$ cat config.mk
export PLATFORM = sky130hd
export DESIGN_NAME = fetch_ctrl
export DESIGN_NICKNAME = d
export VERILOG_FILES = /design/src/rtl/fetch_ctrl.sv
export SDC_FILE = /design/constraint.sdc
export NUM_CORES = 1
export LEC_CHECK = 0
export BUFFER_PORTS_ARGS = -buffer_cell sky130_fd_sc_hd__buf_2
export CAP_MARGIN = 20
export CORE_AREA = 2 2 157 159
export CTS_CLUSTER_SIZE = 14
export DETAILED_ROUTE_END_ITERATION = 16
export DIE_AREA = 0 0 159 161
export PLACE_DENSITY = 0.67
export SETUP_SLACK_MARGIN = 0.3
export SKIP_LAST_GASP = 1
export SLEW_MARGIN = 20
export SYNTH_ARGS = -nofsm -noshare
export SYNTH_HDL_FRONTEND = slang
export SYNTH_SLANG_ARGS = --single-unit
$ cat constraint.sdc
create_clock -name Clk_Core -period 3.5 [get_ports Clk_Core]
set_clock_uncertainty 0.1 [all_clocks]
set_input_delay 0.525 -clock Clk_Core [delete_from_list [all_inputs] [get_ports Clk_Core]]
set_output_delay 0.525 -clock Clk_Core [all_outputs]
set_load 0.005 [all_outputs]
$ cat src/rtl/fetch_ctrl.sv
// rtl/fetch_ctrl.sv - RV32I instruction-fetch sequencer with redirect, back-pressure and fault handling
//
// Drives a fetch address into a registered instruction memory, tags each
// returned word with the address it was fetched from, and hands words to
// decode in program order over a valid/ready handshake.
//
// Ports:
//   Clk_Core, Rst_Core_N      core clock, asynchronous active-low reset
//   Program_Count   (out)     registered fetch address to instruct_mem
//   Instruction     (in)      instruct_mem read data for last cycle's address
//   Redirect_Valid  (in)      taken branch/jump: flush and refetch
//   Redirect_Target (in)      redirect byte address
//   Decode_Ready    (in)      decode accepts Fetch_* this cycle
//   Fetch_Valid     (out)     Fetch_Instr/Fetch_PC valid
//   Fetch_Instr     (out)     instruction word
//   Fetch_PC        (out)     address of Fetch_Instr
//   Fetch_Fault     (out)     sticky misaligned/out-of-range fetch fault

module fetch_ctrl #(
    parameter int                DWIDTH   = 32,
    parameter logic [DWIDTH-1:0] RESET_PC = 32'h0000_0000,
    parameter int                MEM_SIZE = 16384
) (
    input  logic              Clk_Core,
    input  logic              Rst_Core_N,
    output logic [DWIDTH-1:0] Program_Count,
    input  logic [DWIDTH-1:0] Instruction,
    input  logic              Redirect_Valid,
    input  logic [DWIDTH-1:0] Redirect_Target,
    input  logic              Decode_Ready,
    output logic              Fetch_Valid,
    output logic [DWIDTH-1:0] Fetch_Instr,
    output logic [DWIDTH-1:0] Fetch_PC,
    output logic              Fetch_Fault
);

    localparam logic [DWIDTH-1:0] MEM_LIMIT = DWIDTH'(MEM_SIZE);
    localparam logic [DWIDTH-1:0] STEP      = DWIDTH'(4);

    typedef enum logic {
        RUN,
        FAULT
    } state_t;

    state_t            state;
    logic [DWIDTH-1:0] pc_q;
    logic [DWIDTH-1:0] tag_q;
    logic              tag_vld;
    logic [DWIDTH-1:0] expect_pc;

    logic              hit;
    logic              room;
    logic              accept;
    logic [DWIDTH-1:0] seq_ne;

    function automatic logic illegal(input logic [DWIDTH-1:0] addr);
        return (addr[1:0] != 2'b00) || (addr >= MEM_LIMIT);
    endfunction

    // If the address we need is already in flight, fetch one ahead;
    // otherwise (re)issue it so it comes back next cycle.
    function automatic logic [DWIDTH-1:0] next_fetch(input logic [DWIDTH-1:0] cur,
                                                     input logic [DWIDTH-1:0] ne);
        return (cur == ne) ? ne + STEP : ne;
    endfunction

    assign Program_Count = pc_q;

    always_comb begin
        hit    = tag_vld && (tag_q == expect_pc);
        room   = !Fetch_Valid || Decode_Ready;
        accept = (state == RUN) && hit && room && !Redirect_Valid;
        seq_ne = accept ? expect_pc + STEP : expect_pc;
    end

    always_ff @(posedge Clk_Core or negedge Rst_Core_N) begin
        if (!Rst_Core_N) begin
            state       <= RUN;
            pc_q        <= RESET_PC;
            expect_pc   <= RESET_PC;
            tag_q       <= '0;
            tag_vld     <= 1'b0;
            Fetch_Valid <= 1'b0;
            Fetch_Instr <= '0;
            Fetch_PC    <= '0;
            Fetch_Fault <= 1'b0;
        end else begin
            // The memory read is registered, so the word arriving now belongs
            // to the address issued one cycle ago.
            tag_q   <= pc_q;
            tag_vld <= 1'b1;

            if (Redirect_Valid) begin
                // Any handshake this cycle still completes; the output is flushed.
                Fetch_Valid <= 1'b0;
                if (illegal(Redirect_Target)) begin
                    state       <= FAULT;
                    Fetch_Fault <= 1'b1;
                end else begin
                    state       <= RUN;
                    Fetch_Fault <= 1'b0;
                    expect_pc   <= Redirect_Target;
                    pc_q        <= next_fetch(pc_q, Redirect_Target);
                end
            end else begin
                if (accept) begin
                    Fetch_Valid <= 1'b1;
                    Fetch_Instr <= Instruction;
                    Fetch_PC    <= tag_q;
                end else if (Fetch_Valid && Decode_Ready) begin
                    Fetch_Valid <= 1'b0;
                end

                if (state == RUN) begin
                    // Falling off the end of memory freezes the fetch pointers;
                    // whatever is already in the output register still drains.
                    if (illegal(seq_ne)) begin
                        state       <= FAULT;
                        Fetch_Fault <= 1'b1;
                    end else begin
                        expect_pc <= seq_ne;
                        pc_q      <= next_fetch(pc_q, seq_ne);
                    end
                end
            end
        end
    end

endmodule

### Yosys cells after proc, flatten, opt, wreduce, memory -nomap -nowiden

Cells that the tools add are included.
Widths: inputs -> output; s select.

* output and inout port bits: 98
* input bits: 68
* register bits: 164

* equal/unequal tests: 6
* bitwise gates (word level): 2
* reduce and logical (&&, ||, !) cells: 17
* add/subtract/negate cells: 3
* order comparisons: 2
* multiplexer cells: 21

Operator list (number)
* $mux 32: 11
* $add 32x3->32 const B: 3
* $eq 32x32->1: 3
* $ge 32x15->1 const B: 2
* $mux 1: 10
* $ne 2x2->1 const B: 3
* $reduce_bool 2->1: 3
* $logic_and 1x1->1: 5
* $reduce_and 2->1: 2
* $logic_or 1x1->1: 3
* $reduce_and 3->1: 1
* $reduce_bool 3->1: 1
* $logic_not 1->1: 2
* $not 1->1: 2

### Longest topological paths before layout

* depth after elaboration: 11
* depth in mapped cells: 15

### Worst setup path after synthesis

OpenSTA, ideal clock, no wires.

* path type: register -> register
* start: register expect_pc[3]
* end: register pc_q[12] (netlist: Program_Count[12])
* path buffers: 3
* cell stages (with the launch flop): 15
* setup slack: -189 ps
* arrival: 3494 ps
* data required time: 3304 ps
* cells stage by stage: dfrtp_1 > ha_1 > buf_2 > and4_1 > clkbuf_1 > nand2_1 > or4b_4 > nor3_2 > xnor2_1 > or4b_4 > nor4_4 > and3_1 > buf_6 > a31oi_1 > a311oi_2

* cells in the longest elaborated chain, start to end: 11

Ends and longest elaborated chain
* from (decl): RTL line 49 `logic [DWIDTH-1:0] expect_pc;`
* from (signal assigned): RTL line 102 `expect_pc <= Redirect_Target;`
* from (signal assigned): RTL line 121 `expect_pc <= seq_ne;`
* parallel branches: the longest is 5 deep, another holds $add 32x3->32
* $mux 32 *: RTL line 73 `seq_ne = accept ? expect_pc + STEP : expect_pc;`
* $add 32x3->32 or $eq 32x32->1 (tied branches): RTL line 64 `return (cur == ne) ? ne + STEP : ne;`
* $mux 32: RTL line 64
* $mux 32: RTL line 117 `if (illegal(seq_ne)) begin`
* $mux 32: RTL line 114 `if (state == RUN) begin`
* $mux 32: RTL line 93 `if (Redirect_Valid) begin`
* to (signal assigned): RTL line 103 `pc_q <= next_fetch(pc_q, Redirect_Target);`
* to (signal assigned): RTL line 122 `pc_q <= next_fetch(pc_q, seq_ne);`
* to (decl): RTL line 46 `logic [DWIDTH-1:0] pc_q;`

Every way passes the cells marked *. The select of a mux whose other input is x is not followed.
A chain may end at the register's enable or synchronous reset.

### Final worst setup path

* start: register tag_q[15]
* end: register pc_q[2] (netlist: Program_Count[2])

* cells in the longest elaborated chain, start to end: 11

Ends and longest elaborated chain
* from (decl): RTL line 47 `logic [DWIDTH-1:0] tag_q;`
* from (signal assigned): RTL line 90 `tag_q <= pc_q;`
* $eq 32x32->1 *: RTL line 70 `hit = tag_vld && (tag_q == expect_pc);`
* $logic_and 1x1->1 *: RTL line 70
* $logic_and 1x1->1 * (3 in series): RTL line 72 `accept = (state == RUN) && hit && room && !Redirect_Valid;`
* $mux 32 *: RTL line 73
* $add 32x3->32 or $eq 32x32->1 (tied branches): RTL line 64
* $mux 32: RTL line 64
* $mux 32: RTL line 117
* $mux 32: RTL line 114
* $mux 32: RTL line 93

Mark *: on every way between the ends. The rest lies on a longest branch, timed or not. The select of a mux whose other input is x is not followed.

==> results_dict.tcl <==
set metrics [dict create \
    netlist.area_leader.share_pct 43.57 \
    whs_path_depth 3 \
    grt_most_used_layer "met2" \
    clock_tree.root_cell "sky130_fd_sc_hd__clkbuf_16" \
    number_of_global_route_vias_before_repair 9217 \
    clock-sinks 164 \
    grt_antenna_before_repair 1 \
    power_leakage_nw 6.668 \
    synth.most_common_cell "sky130_fd_sc_hd__nand2_1" \
    utilization_pct 55.25 \
    synth.top_cells.by_count "sky130_fd_sc_hd__nand2_1 (241), sky130_fd_sc_hd__dfrtp_1 (164), sky130_fd_sc_hd__xnor2_1 (63)" \
    synth_area_leader_cell "sky130_fd_sc_hd__dfrtp_1" \
    path_class "reg -> reg" \
    drc 0 \
    grt_util_all_layers_pct 29.56 \
    power_density_mw_per_mm2 304.8 \
    final_std_cells_w_o_fill 1769 \
    required_ps 3770 \
    met2_track_demand_over_resource_pct 46.34 \
    synth_flop_cell "sky130_fd_sc_hd__dfrtp_1" \
    dr.first_iter.drc_count 863 \
    timing_worst_slew_pin_value_ps 748.3 \
    drv_slew 0 \
    power.clock.fraction_pct 47.3 \
    io-pin-count 166 \
    violations "setup timing" \
    finalCriticalPeriod_ps 3681 \
    globalRouteOverflowTotal 0 \
    syn_inst 1061 \
    power_switching_mw 1.085 \
    status "complete, but fails checks" \
    h_tree_levels 4 \
    core-area_mm2 0.02396 \
    yosys.cell_types.count 70 \
    syn_nets 1134 \
    synth_sequential_area_ratio_pct 43.57 \
    placed_cells_incl_taps 1721 \
    internal_power_mw 2.951 \
    critPathMaxFanout 17 \
    reg2reg_depth 13 \
    crit_path_end_kind "register" \
    max_cap_viol_count 0 \
    final_worst_setup_slack_ps -181.5 \
    drt_wl_total_um 37540 \
    io_buffers 165 \
    synthesis.yosys.warnings 0 \
    wl_per_instance_um 21.22 \
    critical_path.reg2reg.endpoint "Program_Count[2]" \
    worst_slew_margin_rel_pct 49.48 \
    async_flop_share_pct 100.0 \
    reg2reg_from "tag_q[15]" \
    dpl.hpwl_um 29320 \
    rows 57 \
    drive_above_1_share_pct 35.99 \
    fin_crit_sh_pct 105.2 \
    final_hold_viol_count 0 \
    first_pass_iters 5 \
    setup.worst_path.start_class "register" \
    clkSlewWorstSetupHoldPaths_ps 80 \
    net_count_reported_at_finish 1505 \
    netlist_top_cells_area "sky130_fd_sc_hd__dfrtp_1 (44%), sky130_fd_sc_hd__nand2_1 (9.6%), sky130_fd_sc_hd__xnor2_1 (5.9%)" \
    rsz_0062_raised_after_global_routing "yes" \
    number_of_enable_flip_flop_cells_after_synthesis 0 \
    die_width_um 159 \
    p_sw_share_pct 26.88 \
    fp.dieH_um 161 \
    clock_insertion_delay_at_the_later_pin_of_the_skew_report_ps 440 \
    numCtsBuffers 17 \
    worst_ep_arrival_time_ps 3950 \
    routabilityCongestion 0.9756 \
    ctsLongestPathBuffers 2 \
    synth-seq-cells 164 \
    preCtsSetupSlack_ps -459.1 \
    setup_viol 24 \
    worst-r2r-setup-slack_ps -180 \
    antenna_cells 0 \
    globalRouteMet3Util_pct 6.780 \
    vias 9376 \
    syn2layout_area_growth_pct 40.57 \
    drt.antenna.violating_nets 0 \
    dieArea_mm2 0.02560 \
    worst_hold_startpoint "Instruction[27]" \
    hold_class "in -> reg" \
    syn_area_per_cell_um2 8.878 \
    cts_tree "built" \
    grtUsageMet1_pct 40.64 \
    netlist_area_mm2 0.009419 \
    initial_utilization_pct 39.31 \
    design_power_total_mw 4.035 \
    grt_max_degree 70 \
    f_max_mhz 271.6 \
    global_route_wire_length_before_repair_um 56700 \
    viasPerCell 5.300 \
    ir_drop_uv 214.9 \
    power_frac_seq_pct 47.6 \
    comb_power_share_pct 5.1 \
    hold_path_end "Fetch_Instr[27]" \
]
-- power groups by stage --
| stage | combinational [mW] | sequential, mW | clock (mW) |
|---|---|---|---|
| 4_1_cts | 0.207 | 1.92 | 1.95 |
| 5_1_grt | 0.228 | 1.92 | 2.02 |
| 3_5_place_dp | 0.205 | 1.96 | 0 |
| 6_report | 0.205 | 1.92 | 1.91 |
| 3_3_place_gp | 0.201 | 1.96 | 0 |
| 2_1_floorplan | 0.0582 | 1.96 | 0 |
-- worst max-delay path: stages, from the launching register on --
cell and delay (ps):
sky130_fd_sc_hd__dfrtp_1 480, sky130_fd_sc_hd__xnor2_2 240, sky130_fd_sc_hd__nand4_1 170, sky130_fd_sc_hd__nor3_4 300, sky130_fd_sc_hd__nand3_2 120, sky130_fd_sc_hd__buf_12 180
sky130_fd_sc_hd__or4b_4 550, sky130_fd_sc_hd__xnor2_1 150, sky130_fd_sc_hd__a211o_1 340, sky130_fd_sc_hd__nor4_4 260, sky130_fd_sc_hd__buf_4 180, sky130_fd_sc_hd__nand2_1 80
sky130_fd_sc_hd__mux2_1 330, sky130_fd_sc_hd__nor2_1 110
-- registers in the layout (all words and copies together), names as in the netlist --
register,cells
tag_vld,1
Fetch_Valid,1
state,1
tag_q,32
Fetch_Fault,1
expect_pc,32
Fetch_PC,32
Program_Count,32
Fetch_Instr,32
-- stage by stage --
stage / TNS (ps) / cell area (µm²) / hold slack, ps
floorplan: -37.50 / 9453 / 129.4
global placement: -11740 / 12260 / 346.4
detailed placement: -8727 / 12260 / 350.2
CTS: -3583 / 13060 / 153.7
global route: -6520 / 13240 / 169.1
finish: -2643 / 13240 / 167.3
-- cells in the final DEF, fill, tap and decap left out, types with 15 or more instances in the layout --
master	count
sky130_fd_sc_hd__nand3_1	27
sky130_fd_sc_hd__nand4_1	24
sky130_fd_sc_hd__dfrtp_1	160
sky130_fd_sc_hd__nor3_1	26
sky130_fd_sc_hd__and3_1	15
sky130_fd_sc_hd__mux2i_1	16
sky130_fd_sc_hd__nand2_1	241
sky130_fd_sc_hd__inv_1	25
sky130_fd_sc_hd__a21oi_1	31
sky130_fd_sc_hd__xor2_1	58
sky130_fd_sc_hd__nor4_1	23
sky130_fd_sc_hd__buf_2	164
sky130_fd_sc_hd__nor2_1	44
sky130_fd_sc_hd__xnor2_1	60
sky130_fd_sc_hd__buf_4	243
sky130_fd_sc_hd__clkbuf_16	17
sky130_fd_sc_hd__and2_1	34
sky130_fd_sc_hd__o21ai_0	24
-- worst max-delay path by stage --
stage / start / end / slack, ps / depth (start not counted)
after floorplan: expect_pc[16] / Program_Count[12] / -20 / 13
after global placement: expect_pc[14] / Program_Count[2] / -510 / 14
after CTS: expect_pc[2] / Program_Count[2] / -220 / 15
after global routing: expect_pc[2] / Program_Count[9] / -330 / 16
final: tag_q[15] / Program_Count[2] / -180 / 13
after detailed placement: expect_pc[14] / Program_Count[2] / -460 / 14
-- cell families (layout without fill, tap and decap cells) --
| family | Yosys count | after routing | share of synthesized area [%] |
|---|---|---|---|
| xor gates and xnor gates | 121 | 121 | 11.25 |
| other | 1 | 1 | 0.03981 |
| adders and majority gates | 5 | 5 | 0.6642 |
| and+or+nand+nor | 511 | 511 | 27.28 |
| AOI/OAI and AO/OA | 142 | 142 | 10.47 |
| muxes | 19 | 19 | 2.046 |
| buffers and inverters | 98 | 482 | 4.676 |
| DFF | 164 | 164 | 43.57 |
-- per-layer routing --
metal	up-vias	share of wire, %	routed length, µm
li1	4414	-	-
met1	4439	44	16570
met2	460	45	16830
met3	63	7.8	2946
met4	0	3.2	1190
met5	-	0	0
-- timing repair --
item / CTS / global route
hold buffers: 1 / 0
resized for setup: 34 / 27
cloned: 0 / 0
endpoints found under the setup margin: 64 / 64
buffers inserted: 8 / 7
hold endpoints to repair: 31 / 0
pin swaps: 6 / 14
-- final cells by class --
type                            count  area (µm²)
Fill cell                        2264       10720
Multi-Input combinational cell    799        5149
Sequential cell                   164        4109
Timing Repair Buffer              423        2885
Clock buffer                       17       425.4
Tap cell                          324       405.4
Clock inverter                     15       165.2
Inverter                           27       101.3
(Power assumes the default switching activity.)
